File: src/rtl/sgd_a_rd_cmd_gen.sv
// sgd_a_rd_cmd_gen: per-epoch dataset read command generator, page-split bursts, credit-throttled by rd_done.
// Optional stall_cycles/credit_stall counters under `define SGD_RD_CMD_PERF_EN.
module sgd_a_rd_cmd_gen #(
    parameter int MAX_BURST_BYTES = 4096,
    parameter int MAX_OUTSTANDING = 16,
    parameter int OUT_CNT_WIDTH   = 5
) (
    input  logic        clk,
    input  logic        rst,
    input  logic        start,
    input  logic [63:0] base_addr,
    input  logic [31:0] total_bytes,
    input  logic [31:0] num_epochs,
    output logic        cmd_valid,
    input  logic        cmd_ready,
    output logic [63:0] cmd_address,
    output logic [31:0] cmd_length,
    input  logic        rd_done,
    output logic        busy,
    output logic        done,
    output logic [31:0] epoch_cnt,
`ifdef SGD_RD_CMD_PERF_EN
    output logic [31:0] stall_cycles,
    output logic [31:0] credit_stall,
`endif
    output logic        err
);
    localparam int LB = $clog2(MAX_BURST_BYTES);

    typedef enum logic [1:0] {IDLE, ISSUE, DRAIN, DONE} state_t;

    state_t state, state_nx;
    logic [63:0] base, ptr;
    logic [31:0] total, epochs, rem, room, len;
    logic [OUT_CNT_WIDTH-1:0] out_cnt;
    logic hs, last, more, credit;

    assign hs     = cmd_valid && cmd_ready;
    assign room   = 32'(MAX_BURST_BYTES) - 32'(ptr[LB-1:0]);
    assign len    = rem < room ? rem : room;
    assign last   = hs && rem == cmd_length;
    assign more   = epoch_cnt + 32'd1 < epochs;
    assign credit = out_cnt < OUT_CNT_WIDTH'(MAX_OUTSTANDING);

    always_ff @(posedge clk) begin
        if (rst) state <= IDLE;
        else state <= state_nx;
    end

    always_comb begin
        state_nx = state;
        case (state)
            IDLE:    if (start) state_nx = (total_bytes == '0 || num_epochs == '0) ? DONE : ISSUE;
            ISSUE:   if (last && !more) state_nx = DRAIN;
            DRAIN:   if (out_cnt == '0) state_nx = DONE;
            default: state_nx = IDLE;
        endcase
    end

    always_ff @(posedge clk) begin
        if (rst) begin
            base        <= '0;
            ptr         <= '0;
            total       <= '0;
            epochs      <= '0;
            rem         <= '0;
            cmd_valid   <= 1'b0;
            cmd_address <= '0;
            cmd_length  <= '0;
            busy        <= 1'b0;
            done        <= 1'b0;
            epoch_cnt   <= '0;
        end else begin
            done <= 1'b0;
            case (state)
                IDLE: if (start) begin
                    base      <= base_addr;
                    total     <= total_bytes;
                    epochs    <= num_epochs;
                    ptr       <= base_addr;
                    rem       <= total_bytes;
                    busy      <= 1'b1;
                    epoch_cnt <= '0;
                end
                ISSUE: if (hs) begin
                    // the last burst of an epoch rewinds to the dataset start when epochs remain
                    cmd_valid <= 1'b0;
                    ptr       <= last && more ? base : ptr + 64'(cmd_length);
                    rem       <= last && more ? total : rem - cmd_length;
                    if (last) epoch_cnt <= epoch_cnt + 32'd1;
                end else if (!cmd_valid && credit) begin
                    cmd_valid   <= 1'b1;
                    cmd_address <= ptr;
                    cmd_length  <= len;
                end
                DONE: begin
                    done <= 1'b1;
                    busy <= 1'b0;
                end
                default: ;
            endcase
        end
    end

    // a retirement with nothing outstanding is a protocol error and leaves the count at zero
    always_ff @(posedge clk) begin
        if (rst) begin
            out_cnt <= '0;
            err     <= 1'b0;
        end else if (hs && !rd_done) begin
            out_cnt <= out_cnt + OUT_CNT_WIDTH'(1);
        end else if (!hs && rd_done) begin
            if (out_cnt == '0) err <= 1'b1;
            else out_cnt <= out_cnt - OUT_CNT_WIDTH'(1);
        end
    end

`ifdef SGD_RD_CMD_PERF_EN
    always_ff @(posedge clk) begin
        if (rst || (state == IDLE && start)) begin
            stall_cycles <= '0;
            credit_stall <= '0;
        end else begin
            if (cmd_valid && !cmd_ready && stall_cycles != '1) stall_cycles <= stall_cycles + 32'd1;
            if (state == ISSUE && !cmd_valid && !credit && credit_stall != '1) credit_stall <= credit_stall + 32'd1;
        end
    end
`endif
endmodule

File: config.mk
export PLATFORM = sky130hd
export DESIGN_NAME = sgd_a_rd_cmd_gen
export DESIGN_NICKNAME = d
export VERILOG_FILES = /design/src/rtl/sgd_a_rd_cmd_gen.sv
export SDC_FILE = /design/constraint.sdc
export NUM_CORES = 1
export LEC_CHECK = 0
export CORE_AREA = 2 2 292 294
export DETAILED_ROUTE_END_ITERATION = 8
export DIE_AREA = 0 0 294 296
export HOLD_SLACK_MARGIN = 0.02
export PLACE_DENSITY = 0.45
export SLEW_MARGIN = 20
export SYNTH_ARGS = -nofsm -noshare
export SYNTH_HDL_FRONTEND = slang
export SYNTH_SLANG_ARGS = --single-unit
File: constraint.sdc
create_clock -name clk -period 4.35 [get_ports clk]
set_input_delay 0.87 -clock clk [delete_from_list [all_inputs] [get_ports clk]]
set_output_delay 0.87 -clock clk [all_outputs]
set_load 0.01 [all_outputs]
==> results of run 1 <==
## kinds of logic (layout without fill, tap and decap cells)
logic type | count (synthesis) | in the layout | share of synthesized area [%]
AND/OR/NAND/NOR | 1109 | 1109 | 23.2
AO/OA/AOI/OAI | 788 | 788 | 24.0
flip-flops | 363 | 363 | 34.8
buffers and inverters | 286 | 587 | 5.29
adder cells (fa/ha/maj) | 121 | 121 | 7.36
XOR/XNOR | 95 | 95 | 3.99
multiplexers | 26 | 26 | 1.33
other | 0 | 3 | 0
## final cells by class
type                            count  share of cell area, %
Multi-Input combinational cell   2139                   46.8
Sequential cell                   363                   26.8
Timing Repair Buffer              393                   14.0
Clock buffer                       71                   5.23
Tap cell                         1090                   5.03
Inverter                          111                   1.54
Clock inverter                     12                  0.604
Antenna cell                        3                 0.0277
## metrics by stage
stage / instance area [um^2] / std cells
floorplan: 20900 / 2788
global placement: 25400 / 4091
detailed placement: 25400 / 4091
CTS: 27000 / 4174
global route: 27100 / 4182
finish: 27100 / 4182
## cells in the mapped netlist (all sizes together), types with 8 or more instances
cell type,n
ha,118
a31o,24
or3,19
a31oi,27
or2,12
a311oi,10
nor3,65
xor2,39
o21ai,100
a21o,46
o211ai,14
nand4,36
o31ai,20
a2bb2oi,13
a32o,8
clkbuf,147
nor4,35
o21a,16
nand3,58
and3,28
dfxtp,363
xnor2,56
a22o,10
nand2b,18
a211oi,30
a22oi,12
nand2,623
mux2i,12
a211o,8
a311o,11
nor2b,16
buf,28
nor2,176
inv,109
a2111oi,11
mux2,14
o211a,8
a21oi,358
## power by group through the flow
stage,Clock (mW),Combinational (mW),Sequential [mW]
6_report,4.04,9.61,4.93
3_5_place_dp,0,9.57,5.00
5_1_grt,4.27,10.7,5.04
4_1_cts,4.14,9.64,4.93
3_3_place_gp,0,9.56,5.01
2_1_floorplan,0,6.43,4.73
## worst register-to-register path: cells and delay by family, from the launching register on
kind / cells / cell delay (ns)
flops: 1 / 0.33
fa+ha+maj: 1 / 0.20
compound gates: 6 / 1.40
xor+xnor: 1 / 0.16
buf+inv: 2 / 0.35
simple gates: 7 / 1.66
## sequential cells by signal, indices dropped and copies added (netlist names)
signal	count
cmd_valid	1
busy	1
done	1
cmd_length	32
rem	32
total	32
out_cnt	5
state	2
epochs	32
err	1
cmd_address	64
epoch_cnt	32
base	64
ptr	64
## layer usage
layer  vias to the layer above  GRT usage, %  share of wire [%]  wire [um]
li1                      10370             -                  -          -
met3                       100          2.83                4.8       4000
met1                      9797          25.6                 48      39400
met4                        10          5.21                2.3       1940
met2                       475          29.7                 45      37200
met5                         -             0              0.085         70
## worst max-delay path by stage
stage	slack, ns	from	end
3_5_place_dp	-0.14	epoch_cnt[10]	ptr[26]
2_1_floorplan	0.02	epoch_cnt[7]	ptr[26]
4_1_cts	0.02	epoch_cnt[10]	ptr[26]
6_report	0.12	epoch_cnt[7]	ptr[26]
5_1_grt	-0.008	epoch_cnt[0]	ptr[26]
3_3_place_gp	-0.17	epoch_cnt[10]	ptr[26]
## placed cells by master (no fill, tap or decap), types with 16 or more instances in the layout
cell             synthesis  layout
o21a_1                  16      16
a31o_2                  24      24
dfxtp_1                363     362
nand2b_1                18      18
nor2_1                 176     169
buf_4                    2     114
o21ai_0                 99      95
nor4_1                  34      34
inv_1                  109     109
clkbuf_16                0      49
nand4_1                 35      35
nand3_1                 58      57
a21oi_1                357     354
or3_1                   19      16
nand2_1                623     621
ha_1                   118     117
o31ai_1                 19      18
nor2b_1                 16      16
nor3_1                  64      62
clkdlybuf4s50_1          0     263
a211oi_1                29      29
a31oi_1                 27      27
xnor2_1                 56      53
a21o_1                  46      45
xor2_1                  39      39
and3_1                  28      26
## repair_timing
action	in CTS	in global routing
endpoints found under the setup margin	35	85
endpoints found under the hold margin	0	0
buffers inserted	0	5
pin swaps	3	20
resized for setup	8	29
==> reports/summary.md, run 1 <==
The logs give 149 for the maximum number of pins on one net before global-route repair and 0.457 mV for the maximum vdd ir drop. Counting the fill cells in the layout gives 9017. The first detailed-routing pass ran for 6 iterations. Summed over all nets, the half-perimeter wirelength after detailed placement is 59900 um. STA classifies the critical path startpoint as a flip-flop. The synthesis-stage register bit count works out to 363. Summed over its instances, the top area cell type makes up 34.8% of the synthesized netlist area. In this run the critical register-to-register path is captured at ptr[26]. The upper clock frequency limit came out at 236 MHz. The post-route DRC violation count was 0. In this run the most critical hold path is launched from base[59]. Counting distinct cell types in the post-synthesis netlist gives 81. The critical path buffer and inverter count was 2.

For the cell leakage power, the log shows 10.2 nW. The count of flip-flops with a built-in enable after synthesis works out to 0. The time the worst path needs with I/O delays and setup came out at 4.23 ns. The worst register-to-register path begins at epoch_cnt[7]. For the number of DRC markers in iteration 0, the log shows 1233.

The die covers 87000 um^2. The deepest clock path buffer count came out at 3. Dividing the final minimum period by the clock period gives 97.2%. Cell with the largest stage delay on the worst path: or3_4. The number of global-route vias before repair was 20180.

Worst-margin pin slew: 0.985 ns. Counting flops with an async set or reset pin after synthesis yields a share of 0%. Along the worst hold path, the cell count comes to 2.

Using the TritonRoute via totals, the vias-per-cell ratio works out to 4.96. Port buffering added 264 buffers. Counting cells, the worst reg-to-reg path comes to 17. The TritonCTS sink count was 363.

In this run the worst path has a maximum fanout of 6. The worst slack on hold paths came out at 0.448 ns. Combinational logic burns 51.7% of the power. The run gives 0 ns as the sum of negative setup slack.

The flow ran to the end, and the final reports show no timing, DRC or antenna violations. OpenSTA, run right after detailed placement, puts the worst setup slack at -0.139 ns. The run gives 82600 um as the wire length after detailed routing. Net switching is 44.3% of the power. Across the run, the number of max-cap violations was 0. Cells fill 32.2% of the core in the end. Dominant cell type by area after synthesis: dfxtp_1. The completed layout was analyzed and its total power is 18.6 mW. The global-route wire length before repair is 125000 um, and the remaining global-route overflow is 0. Total count of hold-check failures in the final report: 0.

In this run the core area contains 107 standard-cell rows. The cell count after synthesis came out at 2788. CTS built an H-tree with a depth of 2. The power density over the cells is 685 nW/um^2.

The kind of cell with the highest combined delay along the critical path is simple AND/OR/NAND/NOR gates. The share of total power dissipated in the clock network is 21.8%. The placeable core region is 84200 um^2, and the total stage count of the critical path is 17.

The min-delay analysis places its worst path in the category flip-flop to flip-flop. The worst setup path is captured at a flip-flop. Pin placement for this block handled 265 I/O pins. From synthesis to final layout, the design area changed by 30.0%.

The logs give 0 for the total of hold buffers inserted after clock tree synthesis and 34.3% for the worst-case headroom to the max-slew limit. The area of all sequential standard cells was 7270 um^2; the final count of pins violating max slew was 0. The final net count is 3309. Summing all multi-input logic gate instances after layout gives 12700 um^2.

Clock tree synthesis selected as its root buffer the cell clkbuf_16. Commonest register cell after synthesis: dfxtp_1. Internal power consumption: 10.3 mW.

Register area share after synthesis: 34.8%. The synthesized netlist net count was 3042. The critical path goes through and4_4, and3_4, nand4_1, or2_4, nor2_2, nand3_1, xnor2_1, ha_1, a2111oi_0, a31oi_1, o22a_2, or3_4, buf_4, buf_4, o211ai_1, o211ai_1, a2111oi_1.

Ratio of cells with drive above 1 in the final layout: 9.71%. After clock tree synthesis, the clock-pin slew on the worst setup and hold paths is 0.05 ns. Clock skew on the completed layout was measured at 0.0428 ns. Summed over all nets, the switching power comes to 8.24 mW. Dividing the detail-routed wire length by the instance count gives 19.7 um.

Data on the critical path arrives at its endpoint at 4.71 ns. The congestion estimate from routability-driven global placement came to 0.891. The tools report the area of the mapped netlist as 20900 um^2. The critical path required time is 4.83 ns.

Die span in x: 294 um. The classification of the worst setup path was flip-flop to flip-flop. The clock latency of the later-clocked register in the worst-skew pair is 0.60 ns, and the number of warnings printed during yosys synthesis is 0. On the worst path, the slowest cell contributes a delay of 0.40 ns.

Yosys attributes the largest share of cell area to dfxtp_1, nand2_1, a21oi_1. TritonCTS built the clock tree. In the post-route analysis, the smallest setup slack over all paths is 0.120 ns. Across every metal layer, demand over resource in global routing totals 18.5%. The total via count in the routed design is 20752, and the synthesized area per cell is 7.49 um^2. For hold timing, the worst endpoint is base[59]. The initial antenna violation count was 9; the count of endpoints failing setup in the final report was 0. Chip height: 296 um. Per report_power, the sequential group accounts for 26.5% of the total.

The clock buffer count from CTS came out at 47. The initial standard-cell utilization of the core is 24.8%. Setup slack on the worst reg-to-reg path comes out at 0.12 ns.

In this run the remaining antenna-violating nets after routing total 0.
Note: power is estimated with default switching activity, not from simulation.
==> run 2, diff against run 1 <==
CORE_AREA = 2 2 206 208   (was 2 2 292 294)
DIE_AREA = 0 0 208 210   (was 0 0 294 296)
PLACE_DENSITY = 0.78   (was 0.45)
==> reports/summary.md, run 2 (synthesis gave the netlist of run 1 again) <==
The count of endpoints failing setup in the final report is 0 (unchanged). Sum of negative setup slack: 0 ns (unchanged). The flow ran to the end, and the final reports show no timing, DRC or antenna violations. The number of vias per cell is 6.04 (+22%).

The number of buffers added on ports came out at 264 (unchanged). The classification of the worst setup path is flip-flop to flip-flop. The chip height was 210 um (-29%).

The cell sitting at the root of the clock tree is a clkbuf_16. The share of the cycle needed by the critical path after routing came out at 96.3% (-0.92 points). The global-route wire length before repair was 113000 um (-9.6%). In this run the worst hold path is classified as flip-flop to flip-flop. The count of filler cells inserted in the layout is 3643 (-60%), and the total of hold buffers inserted after clock tree synthesis is 0 (unchanged). The worst setup path is launched from a flip-flop. The run gives 0.0157 ns (-0.0271 ns) as the worst clock skew. Total via count in the routed design: 21770 (+4.9%). The area growth from synthesis to layout is 25.6%. The final count of pins violating max slew is 0 (unchanged), and the die span in x is 208 um (-29%). The commonest non-fill, non-tap cell in the layout was nand2_1. The logs give 239 MHz (+0.96%) for the upper clock frequency limit and 32.0% (+13 points) for the total global-route track usage. The maximum vdd ir drop came out at 0.421 mV (-8.0%). The tools report the final weighted congestion of routability-driven global placement as 0.966 (+8.4%). The count of non-filler cells in the finished layout came out at 3604 (-14%). The critical path goes through and4_4, and3_1, nand4_1, or2_4, buf_4, nor2_1, xnor2_1, ha_1, a2111oi_4, a31oi_1, o22a_2, buf_6, o31ai_4, buf_12, nor2_1, a31o_2, a2111oi_2. The power density over the cells came out at 701 nW/um^2 (+2.3%). Cell with the largest stage delay on the worst path: dfxtp_2.

For the initial antenna violation count, the log shows 5 (-4). TritonCTS built the clock tree. The worst-case headroom to the max-slew limit is 27.4% (-7.0 points), and the number of global-route vias before repair is 20769 (+2.9%). Counting stages on the worst path, the most repeated cell is nor2_1. Total power: 18.4 mW (-1.1%).

The run gives 12700 um^2 (-0.21%) as the multi-input gate area in the final layout. The deepest clock path buffer count came out at 3 (unchanged). Critical path required time: 4.80 ns (-0.03 ns). The endpoint arrival time on the critical path came out at 4.64 ns (-0.07 ns). The initial standard-cell utilization of the core is 50.3% (+26 points), and the length of the first detailed-routing pass in iterations is 6 (unchanged). The total count of hold-check failures in the final report is 0 (unchanged), and the delay of the slowest cell on the worst path is 0.34 ns (-0.06 ns). Final HPWL from detailed placement: 52200 um (-13%). The area of all sequential standard cells is 7270 um^2 (about the same), and the site row count is 75 (-30%).

The post-route DRC violation count is 0 (unchanged), and the clock-pin slew reported for the worst setup and hold paths after clock tree synthesis is 0.06 ns (about the same). The clock buffer count from CTS came out at 42 (-11%). For the number of maximum-capacitance constraint violations, the log shows 0 (unchanged).

The maximum fanout along the worst path is 5 (-1), and the worst-margin pin slew is 1.08 ns (+0.0930 ns). Leaving out fill and tap cells, the most frequent cells in the layout are nand2_1, dfxtp_1, a21oi_1. The remaining antenna violation count after routing was 0 (unchanged). The TritonCTS sink count is 363 (unchanged). In the final layout, the registers with the most flip-flops are base x64, cmd_address x64, ptr x64. The routed length per placed instance was 20.3 um (+2.9%); the time the worst path needs with I/O delays and setup was 4.19 ns (-0.0401 ns).

The remaining global-route overflow came out at 0 (unchanged). The logs give 2 (unchanged) for the number of H-tree levels and 3516 (-14%) for the number of placed cells counting well taps. Final net count: 3287 (-0.66%). The full die area is 43700 um^2 (-50%). The placed standard-cell area came out at 24500 um^2 (-3.6%). The tools report the endpoint class of the critical path as a flip-flop. The number of DRC markers in iteration 0 is 1874 (+52%), and the I/O pin count is 265 (unchanged). The wire length after detailed routing is 73200 um (-11%), and the placeable core region is 41500 um^2 (-51%).

The maximum number of pins on one net before global-route repair is 107 (-28%). The ratio of cells with drive above 1 in the final layout was 8.98% (-0.74 points); the final design area excluding fillers was 26200 um^2 (-3.4%). The clock latency of the later-clocked register in the worst-skew pair was 0.57 ns (-0.03 ns). The cell leakage power is 10.1 nW (-0.97%).
==> run 2: metal layers <==
layer	track usage, %	vias up	part of all wire [%]
li1	-	10307	-
met5	0	-	0.052
met3	5.97	142	8.9
met4	10.1	6	2.8
met1	43.7	10304	43
met2	51.2	1011	45
==> run 2: repair_timing <==
action	in CTS	in global routing
setup endpoints to repair	61	89
pin swaps	1	11
endpoints found under the hold margin	0	0
setup buffers	0	9
cloned	0	3
gates resized for setup	6	25
==> run 2: final timing paths <==
kind	startpoint	endpoint	slack, ns	cells after the start
worst max-delay path	epoch_cnt[9]	ptr[59]	0.16	17
worst min register to register	cmd_address[26]	cmd_address[26]	0.45	2
worst max register to register	epoch_cnt[9]	ptr[59]	0.16	17
worst min-delay path	cmd_address[26]	cmd_address[26]	0.45	2
==> run 2: worst max-delay path, delay by kind of cell (launching register included) <==
kind | cells | cell delay [ns]
DFF | 1 | 0.34
buffers and inverters | 3 | 0.49
xor gates and xnor gates | 1 | 0.18
adders and majority gates | 1 | 0.32
AOI/OAI and AO/OA | 6 | 1.62
and+or+nand+nor | 6 | 1.12
==> run 2: area by class of cell <==
cell class / instances / area share [%]
Sequential cell: 363 / 27.7
Tap cell: 539 / 2.57
Clock inverter: 12 / 0.844
Multi-Input combinational cell: 2139 / 48.3
Clock buffer: 63 / 4.96
Antenna cell: 1 / 0.00954
Timing Repair Buffer: 376 / 14.0
Inverter: 111 / 1.59
==> run 2: power breakdown <==
part           switching [mW]  internal (mW)
Clock                    1.46           2.42
Combinational            5.74           3.84
Sequential              0.830           4.10
==> run 2: metrics by stage <==
stage	worst slack [ns]	utilization [%]	hold slack [ns]
2_1_floorplan	0.0167	-	0.431
3_3_place_gp	0.0177	58.9	0.437
3_5_place_dp	-0.179	59.0	0.446
4_1_cts	0.0187	62.7	0.455
5_1_grt	-0.0201	63.2	0.465
6_report	0.161	63.2	0.453
==> run 3, diff against run 2 <==
GPL_ROUTABILITY_DRIVEN = 0   (was default)
==> reports/summary.md, run 3 (synthesis gave the netlist of run 1 again) <==
The routed length on met3 was 7680 um (+17%); the number of buffers added on ports was 264 (unchanged). The internal power consumption is 9.76 mW (-5.7%). For the maximum vdd ir drop, the log shows 0.410 mV (-2.4%). The largest individual stage delay along the critical path comes from the cell nor3_4. The number of global-route vias before repair is 20762 (-0.034%). In the final layout, the registers with the most flip-flops are base x64, cmd_address x64, ptr x64. The critical path goes through and4_4, and3_4, nand4_1, or2_4, nor2_2, xor2_1, ha_1, a21oi_2, nor2_1, a2111oi_2, o21ai_1, o22a_2, buf_4, nor3_4, buf_12, nand2_1, a311o_1, a21oi_1.

In this run the clock root is driven by a clkbuf_16. The number of maximum-capacitance constraint violations was 0 (unchanged); the clock-pin slew reported for the worst setup and hold paths after clock tree synthesis was 0.06 ns (about the same). The run gives 17.6 mW (-4.0%) as the total power. The placeable core region came out at 41500 um^2 (unchanged).

The switching part of the total came out at 44.7% (+1.0 points). TritonCTS built the clock tree. The worst setup path is launched from a flip-flop. The tools report the final net count as 3246 (-1.2%). The run gives 110000 um (-2.6%) as the global-route wire length before repair. The final HPWL from detailed placement is 49100 um (-5.8%), and the clock latency of the later-clocked register in the worst-skew pair is 0.57 ns (about the same). STA classifies the critical path endpoint as a flip-flop. The upper clock frequency limit came out at 237 MHz (-0.80%). The initial standard-cell utilization of the core is 50.3% (unchanged), and the part of the total power dissipated in the clock network is 19.4% (-1.7 points).

The worst setup slack before clock tree synthesis was -0.169 ns (+0.00988 ns); the remaining antenna violation count after routing was 0 (unchanged). The logs give 215 (+100%) for the maximum number of pins on one net before global-route repair and 16 (+11) for the initial antenna violation count. The area growth from synthesis to layout was 23.3%.

The tools report the final count of pins violating max slew as 0 (unchanged). The count of filler cells inserted in the layout was 3614 (-0.80%). The final worst slack is 0.127 ns (-0.0336 ns), and the time the worst path needs with I/O delays and setup is 4.22 ns (+0.0336 ns). The total count of hold-check failures in the final report was 0 (unchanged). The run gives 28800 um (-8.3%) as the met1 layer wirelength in the final routing. The class of the most critical hold timing path was flip-flop to flip-flop.

Power density over the cells: 685 nW/um^2 (-2.2%). The worst slack on hold paths is 0.452 ns (-0.00121 ns). The tools report the number of H-tree levels as 2 (unchanged). The chip height is 210 um (unchanged), and the routed length per placed instance is 19.8 um (-2.5%).

Count of endpoints failing setup in the final report: 0 (unchanged). The logs give 62.1% (-1.2 points) for the utilization after layout and 3479 (-1.1%) for the number of placed cells counting well taps. The share of the cycle needed by the critical path after routing is 97.1% (+0.77 points). The run finished with clean final reports. For the endpoint arrival time on the critical path, the log shows 4.71 ns (+0.07 ns). Deepest clock path buffer count: 3 (unchanged). The amount of wire on met2 after detailed routing is 31600 um (-4.9%).

Commonest non-fill, non-tap cell in the layout: nand2_1. Top routing layer in use: met5. The tools report the critical path required time as 4.84 ns (+0.04 ns).

Site row count: 75 (unchanged). I/O pin count: 265 (unchanged). The TritonCTS sink count was 363 (unchanged); the critical path buffer and inverter count was 2 (-1). The tools report the placed standard-cell area as 24200 um^2 (-1.2%).

The ratio of cells with drive above 1 in the final layout was 7.74% (-1.2 points). The worst-case headroom to the max-slew limit came out at 25.7% (-1.7 points). The library cells used most frequently in the layout, excluding fill and tap cells, are nand2_1, dfxtp_1, a21oi_1. The logs give 2123 (+13%) for the number of DRC markers in iteration 0 and 7.88 mW (-1.7%) for the net switching power.

The wire length after detailed routing was 70700 um (-3.5%); the length of the first detailed-routing pass in iterations was 6 (unchanged). Critical path's top delay family: simple AND/OR/NAND/NOR gates. The worst setup path is of the flip-flop to flip-flop kind. The run gives 0 (unchanged) as the total of hold buffers inserted after clock tree synthesis. The total global-route track usage was 30.8% (-1.1 points). The die span in x was 208 um (unchanged). The count of non-filler cells in the finished layout is 3570 (-0.94%), and the delay of the slowest cell on the worst path is 0.42 ns (+0.08 ns). The total via count in the routed design is 21909 (+0.64%). Worst clock skew: 0.0205 ns (+0.00479 ns). For the share of total power in sequential cells, the log shows 28.0% (+1.2 points).

The final design area excluding fillers was 25700 um^2 (-1.8%). For the remaining global-route overflow, the log shows 0 (unchanged). The logs give 52.6% (+0.5 points) for the share of total power in combinational logic and 0 (unchanged) for the post-route DRC violation count.

The clock buffer count from CTS was 40 (-4.8%); the maximum fanout along the worst path was 19 (+14). The full die area is 43700 um^2 (unchanged), and the worst-margin pin slew is 1.11 ns (+0.0369 ns). The number of vias per cell was 6.14 (+1.6%). The cell leakage power came out at 9.81 nW (-3.0%). The tools report the sum of negative setup slack as 0 ns (unchanged).
run 3: cell types whose count changed in the layout (fill, tap and decap cells not counted), sizes merged:
cell | previous run | this run
buf | 110 | 72
bufinv | 6 | 2
clkbuf | 66 | 59
clkinv | 7 | 14
clkinvlp | 0 | 2
diode | 1 | 8
inv | 110 | 109
run 3: tightest hold or removal path, delay by kind of cell (launching register included):
kind               cells  cell delay (ns)
DFF                    1             0.31
AOI/OAI and AO/OA      1             0.05
and+or+nand+nor        1             0.05
run 3: cell type report:
| class | instances | area [um^2] | area share [%] |
|---|---|---|---|
| antenna | 8 | 20.0 | 0.0778 |
| clock buffer | 57 | 1170 | 4.53 |
| clock inverter | 16 | 150 | 0.583 |
| inverter | 111 | 417 | 1.62 |
| multi-input combinational | 2139 | 12700 | 49.3 |
| sequential | 363 | 7270 | 28.2 |
| tap | 539 | 674 | 2.62 |
| timing repair buffer | 337 | 3350 | 13.0 |
run 3: routing by layer:
layer | GRT usage, % | up-vias
li1 | - | 10238
met1 | 40.6 | 10235
met2 | 49.4 | 1221
met3 | 7.64 | 199
met4 | 10.7 | 16
met5 | 0 | -
run 3: final timing paths:
path	from	to	slack [ns]	cells past startpoint
max	epoch_cnt[8]	rem[21]	0.13	18
min	base[44]	base[44]	0.45	2
max reg2reg	epoch_cnt[8]	rem[21]	0.13	18
min reg2reg	base[44]	base[44]	0.45	2
run 3: what timing repair did:
| item | CTS | global route |
|---|---|---|
| cloned | 0 | 2 |
| buffers inserted | 0 | 8 |
| endpoints found under the setup margin | 36 | 91 |
| pin swaps | 0 | 12 |
| gates resized for setup | 4 | 31 |
run 3: power groups by stage:
stage,clock network (mW),registers [mW],logic [mW]
after floorplan,0,4.73,6.43
after global placement,0,4.92,8.68
after detailed placement,0,4.95,8.95
after CTS,3.46,4.89,9.04
after global routing,3.60,5.01,10.1
final,3.42,4.94,9.29
